## src/rtl/audio_playback_serializer.sv

```systemverilog
// audio_playback_serializer: reads 16-bit sample words from block RAM
// (address 0 up to a latched last address) and shifts each word out
// MSB-first on audio_out, one bit every CLK_DIV clocks, with the next
// word prefetched so that consecutive words follow without gaps.
module audio_playback_serializer #(
    parameter int unsigned ADDR_WIDTH = 16,
    parameter int unsigned DATA_WIDTH = 16,
    parameter int unsigned CLK_DIV    = 50
) (
    input  logic                  clock,
    input  logic                  reset,
    input  logic                  play,
    input  logic [ADDR_WIDTH-1:0] last_addr,
    input  logic [DATA_WIDTH-1:0] mem_data,
    output logic                  mem_ena,
    output logic [ADDR_WIDTH-1:0] mem_addr,
    output logic                  audio_out,
    output logic                  busy,
    output logic                  done
);

    localparam int unsigned DIV_W = (CLK_DIV > 1) ? $clog2(CLK_DIV) : 1;
    localparam int unsigned BIT_W = $clog2(DATA_WIDTH);
    localparam logic [DIV_W-1:0] DIV_LAST = DIV_W'(CLK_DIV - 1);
    localparam logic [BIT_W-1:0] BIT_LAST = BIT_W'(DATA_WIDTH - 1);

    typedef enum logic [1:0] {
        ST_IDLE,
        ST_PRIME,
        ST_WAIT,
        ST_RUN
    } state_t;

    state_t                state, state_n;
    logic                  play_q;
    logic [ADDR_WIDTH-1:0] word_addr, word_addr_n;
    logic [ADDR_WIDTH-1:0] end_addr, end_addr_n;
    logic [DATA_WIDTH-1:0] shift, shift_n;
    logic [DATA_WIDTH-1:0] hold, hold_n;
    logic [BIT_W-1:0]      bit_cnt, bit_cnt_n;
    logic [DIV_W-1:0]      div_cnt, div_cnt_n;
    logic                  mem_ena_n;
    logic [ADDR_WIDTH-1:0] mem_addr_n;
    logic                  audio_out_n;
    logic                  busy_n;
    logic                  done_n;

    // Edge-detect history for play; tracks play through reset so a level
    // already high at reset release is not mistaken for a start.
    always_ff @(posedge clock) begin
        play_q <= play;
    end

    // State, datapath and registered outputs.
    always_ff @(posedge clock) begin
        if (reset) begin
            state     <= ST_IDLE;
            word_addr <= '0;
            end_addr  <= '0;
            shift     <= '0;
            hold      <= '0;
            bit_cnt   <= '0;
            div_cnt   <= '0;
            mem_ena   <= 1'b0;
            mem_addr  <= '0;
            audio_out <= 1'b0;
            busy      <= 1'b0;
            done      <= 1'b0;
        end else begin
            state     <= state_n;
            word_addr <= word_addr_n;
            end_addr  <= end_addr_n;
            shift     <= shift_n;
            hold      <= hold_n;
            bit_cnt   <= bit_cnt_n;
            div_cnt   <= div_cnt_n;
            mem_ena   <= mem_ena_n;
            mem_addr  <= mem_addr_n;
            audio_out <= audio_out_n;
            busy      <= busy_n;
            done      <= done_n;
        end
    end

    // Next-state, datapath and next-output logic.
    always_comb begin
        state_n     = state;
        word_addr_n = word_addr;
        end_addr_n  = end_addr;
        shift_n     = shift;
        hold_n      = hold;
        bit_cnt_n   = bit_cnt;
        div_cnt_n   = div_cnt;
        done_n      = 1'b0;
        mem_ena_n   = 1'b0;
        mem_addr_n  = mem_addr;
        audio_out_n = 1'b0;
        busy_n      = 1'b0;

        case (state)
            ST_IDLE: begin
                if (play && !play_q) begin
                    end_addr_n  = last_addr;
                    word_addr_n = '0;
                    state_n     = ST_PRIME;
                end
            end
            ST_PRIME: begin
                state_n = ST_WAIT;
            end
            ST_WAIT: begin
                shift_n   = mem_data;
                bit_cnt_n = '0;
                div_cnt_n = '0;
                state_n   = ST_RUN;
            end
            ST_RUN: begin
                // Prefetched word arrives one cycle after its read enable.
                if (bit_cnt == '0 && div_cnt == DIV_W'(1)) begin
                    hold_n = mem_data;
                end
                if (div_cnt == DIV_LAST) begin
                    div_cnt_n = '0;
                    if (bit_cnt != BIT_LAST) begin
                        shift_n   = {shift[DATA_WIDTH-2:0], 1'b0};
                        bit_cnt_n = bit_cnt + BIT_W'(1);
                    end else if (word_addr == end_addr) begin
                        state_n = ST_IDLE;
                        done_n  = 1'b1;
                    end else begin
                        shift_n     = hold;
                        word_addr_n = word_addr + ADDR_WIDTH'(1);
                        bit_cnt_n   = '0;
                    end
                end else begin
                    div_cnt_n = div_cnt + DIV_W'(1);
                end
            end
            default: begin
                state_n = ST_IDLE;
            end
        endcase

        // Outputs are computed from next-cycle values so they line up with
        // the state they describe once registered.
        busy_n = (state_n != ST_IDLE);
        if (state_n == ST_RUN) begin
            audio_out_n = shift_n[DATA_WIDTH-1];
        end
        if (state_n == ST_PRIME) begin
            mem_ena_n  = 1'b1;
            mem_addr_n = '0;
        end else if (state_n == ST_RUN && bit_cnt_n == '0 && div_cnt_n == '0 &&
                     word_addr_n != end_addr_n) begin
            mem_ena_n  = 1'b1;
            mem_addr_n = word_addr_n + ADDR_WIDTH'(1);
        end
    end

endmodule

```

## config.mk

```make
export PLATFORM = sky130hd
export DESIGN_NAME = audio_playback_serializer
export DESIGN_NICKNAME = d
export VERILOG_FILES = /design/src/rtl/audio_playback_serializer.sv
export SDC_FILE = /design/constraint.sdc
export NUM_CORES = 1
export LEC_CHECK = 0
export ABC_CLOCK_PERIOD_IN_PS = 4500
export BUFFER_PORTS_ARGS = -buffer_cell sky130_fd_sc_hd__buf_2
export CAP_MARGIN = 15
export CORE_UTILIZATION = 40
export DETAILED_ROUTE_END_ITERATION = 8
export GPL_TIMING_DRIVEN = 0
export PLACE_DENSITY = 0.62
export SLEW_MARGIN = 10
export SYNTH_ARGS = -nofsm -noshare
export SYNTH_HDL_FRONTEND = slang
export SYNTH_SLANG_ARGS = --single-unit
```

## constraint.sdc

```tcl
create_clock -name clock -period 4.5 [get_ports clock]
set_input_delay 0.675 -clock clock [delete_from_list [all_inputs] [get_ports clock]]
set_output_delay 0.675 -clock clock [all_outputs]
set_load 0.05 [all_outputs]
```

==> flow_metrics.env <==
export IMPL_outcome="completed"
export IMPL_holdCritPathClass="flop to flop"
export IMPL_fmax_ghz=0.2419
export IMPL_antenna_found_initial=0
export IMPL_ios=55
export IMPL_die_h_um=122.9
export IMPL_pwr_share_clk_pct=25.9
export IMPL_worst_endpoint_required_ns=4.76
export IMPL_synthCells=726
export IMPL_hold_viol_final=0
export IMPL_grt_pass1_wl_um=27890
export IMPL_clockRootBuffer="clkbuf_16"
export IMPL_n_antenna_cell=0
export IMPL_synth_edff_count=0
export IMPL_die_w_um=122.9
export IMPL_post_route_cells_drive_above_1_share_pct=16.60
export IMPL_wirelength_um=17510
export IMPL_grt_busiest_layer="met2"
export IMPL_p_sw_share_pct=42.29
export IMPL_place_congestion=0.9263
export IMPL_worst_slew_pin_slew_ns=1.011
export IMPL_arrival_ns=4.39
export IMPL_setup_violations=0
export IMPL_setup_tns_ns=0
export IMPL_grt_setup_unrepaired="false"
export IMPL_hold_depth=2
export IMPL_use_met3_pct=3.392
export IMPL_cp_max_fo=10
export IMPL_r2r_cells=13
export IMPL_async_reset_ff_share_pct=0
export IMPL_cts_buffers_inserted=9
export IMPL_die_area_sq_um=15090
export IMPL_use_met1_pct=31.41
export IMPL_clockBufferDepth=2
export IMPL_io_buffers=53
export IMPL_end_kind="flop"
export IMPL_power_mw=3.026
export IMPL_num_fill_cells=1411
export IMPL_synth_flop_cell="dfxtp_1"
export IMPL_setup_worst_path_class="flop to flop"
export IMPL_switching_power_mw=1.279
export IMPL_dpl_hpwl_um=12830
export IMPL_antenna_left=0
export IMPL_peakVddDrop_mv=0.2789
export IMPL_synth_seq_area_share_pct=33.23
export IMPL_yosysUniqueCellTypes=65
export IMPL_slew_violations=0
export IMPL_initial_core_util_pct=41.61
export IMPL_startpoint_type="flop"
export IMPL_overflow=0
export IMPL_min_period_ns=4.133
export IMPL_worst_clock_skew_ns=0.007445
export IMPL_wl_per_cell_um=17.96
export IMPL_drc=0
export IMPL_grt_util_met2_pct=39.19
export IMPL_num_rows=43
export IMPL_yosysWarnings=0
export IMPL_drv_cap=0
export IMPL_first_pass_iters=5
export IMPL_synth_area_sq_um=5843
export IMPL_cts_tree="built"
export IMPL_maxSlewHeadroom_pct=32.09
export IMPL_area_growth_pct=13.45
export IMPL_gr_usage_all_layers_pct=24.17
export IMPL_grt_max_degree=17
export IMPL_pwr_share_seq_pct=33.9
export IMPL_viasPerCell=5.942
export IMPL_p_per_area_nw_per_um2=456.4
export IMPL_cts_num_sinks=97
export IMPL_internal_power_mw=1.746
export IMPL_clk_latency_ns=0.36
export IMPL_power_frac_comb_pct=40.2
export IMPL_path_clk_slew_ns=0.07
export IMPL_htreeDepth=3
export IMPL_min_period_over_period_pct=91.85
export IMPL_grt_pass1_vias=5374
export IMPL_first_iter_violations=452
export IMPL_design_final_nets=834
export IMPL_ys_ff_latch=97
export IMPL_power_leakage_nw=2.705
export IMPL_syn_num_nets=770
export IMPL_final_core_util_pct=47.21
export IMPL_core_area_sq_um=14040
export IMPL_vias=5793
export IMPL_syn_area_per_cell_sq_um=8.048
synthesized netlist by cell type, drive strengths merged, types with 6 or more instances:
| cell type | count | area share [%] |
|---|---|---|
| a211oi | 20 | 2.7 |
| a21oi | 56 | 5.2 |
| a31oi | 7 | 0.75 |
| and2 | 11 | 1.2 |
| and3 | 10 | 1.1 |
| buf | 26 | 2.4 |
| clkbuf | 27 | 1.7 |
| dfxtp | 97 | 33 |
| ha | 9 | 1.9 |
| inv | 9 | 0.58 |
| mux2i | 36 | 6.2 |
| nand2 | 54 | 3.5 |
| nand2b | 8 | 0.86 |
| nand3 | 46 | 4.0 |
| nand4 | 12 | 1.5 |
| nand4b | 6 | 0.90 |
| nor2 | 98 | 6.3 |
| nor2b | 6 | 0.64 |
| nor3 | 22 | 2.1 |
| nor3b | 6 | 0.94 |
| nor4 | 14 | 2.7 |
| o211ai | 12 | 1.5 |
| o21ai | 33 | 3.3 |
| o311a | 6 | 1.0 |
| xor2 | 23 | 3.4 |
metrics by stage:
step	instance area (sq um)	std cells	setup slack [ns]	hold WS, ns
floorplan	5843	726	1.315	0.4630
global placement	6334	959	0.4991	0.4445
detailed placement	6334	959	0.4126	0.4529
CTS	6628	975	0.3676	0.4598
global route	6629	975	0.1485	0.4600
finish	6629	975	0.3668	0.4566
power by group through the flow:
stage                     Combinational [mW]  Sequential, mW  Clock (mW)
after floorplan                        0.794            1.09           0
after global placement                  1.17            1.04           0
after detailed placement                1.19            1.04           0
after CTS                               1.19            1.02       0.798
after global routing                    1.32            1.04       0.836
final                                   1.22            1.03       0.783
routing by layer:
metal	vias up	share of wire (%)
met4	0	3.4
met5	-	0
met1	2732	44
met3	42	6.0
li1	2795	-
met2	224	47
area by class of cell:
type / count / area (sq um) / share of cell area [%]
sequential: 97 / 1942 / 29.29
tap: 180 / 225.2 / 3.398
clock buffer: 9 / 225.2 / 3.398
timing repair buffer: 53 / 265.3 / 4.002
clock inverter: 7 / 68.82 / 1.038
multi-input combinational: 567 / 3625 / 54.68
inverter: 9 / 33.78 / 0.5096
buffer: 53 / 244.0 / 3.681
final timing paths:
kind,start,to,slack (ns)
max,state[0]$_SDFF_PP0_,mem_addr[14]$_SDFFE_PP0P_,0.37
max reg2reg,state[0]$_SDFF_PP0_,mem_addr[14]$_SDFFE_PP0P_,0.37
min reg2reg,mem_addr[3]$_SDFFE_PP0P_,mem_addr[3]$_SDFFE_PP0P_,0.46
min,mem_addr[3]$_SDFFE_PP0P_,mem_addr[3]$_SDFFE_PP0P_,0.46
cells by family after synthesis:
| kind of cell | synth area share (%) |
|---|---|
| AND/OR/NAND/NOR | 28.74 |
| AO/OA/AOI/OAI | 20.77 |
| flip-flops | 33.23 |
| buffers and inverters | 4.732 |
| multiplexers | 6.553 |
| XOR/XNOR | 4.047 |
| adder cells (fa/ha/maj) | 1.927 |
worst max-delay path, stage by stage (launching register included):
cell	delay, ns
dfxtp_1	0.41
inv_1	0.10
ha_1	0.30
clkbuf_1	0.23
a21oi_1	0.81
nand2_1	0.17
o311a_1	0.43
o21a_1	0.20
or4b_1	0.56
nor4_2	0.23
and2_2	0.25
buf_6	0.17
o211ai_1	0.09
o31ai_1	0.09
registers in the layout, indices dropped and copies added (netlist names):
| name | cells |
|---|---|
| state | 2 |
| shift | 16 |
| bit_cnt | 4 |
| mem_addr | 16 |
| busy | 1 |
| div_cnt | 6 |
| end_addr | 16 |
| mem_ena | 1 |
| play_q | 1 |
| audio_out | 1 |
| word_addr | 16 |
| done | 1 |
| hold | 16 |
placed cells by master, fill, tap and decap left out, drive strengths merged, types with 3 or more instances in the layout:
cell type,count
mux2i,36
ha,9
nor2,98
and2,11
inv,10
o311a,6
nand2b,8
nor3b,6
o21ai,33
o31ai,5
nand4,12
o21a,5
nand3,46
o211ai,12
a41oi,3
nand3b,4
a31oi,7
xor2,23
nand4b,6
nor3,22
a21o,3
a32o,5
and4,5
clkinv,3
a22oi,3
o22ai,5
nor4,14
nor2b,6
clkbuf,36
nand2,54
o2111ai,3
buf,79
a21oi,56
dfxtp,97
a32oi,4
a211oi,20
and3,10
xnor2,4
or4,3
repair_timing:
item,4_1_cts,5_1_grt
gates resized for setup,0,2
setup buffers,0,0
hold buffers,0,0
setup endpoints to repair,0,3
No activity file was read; power rests on OpenSTA's default activity.
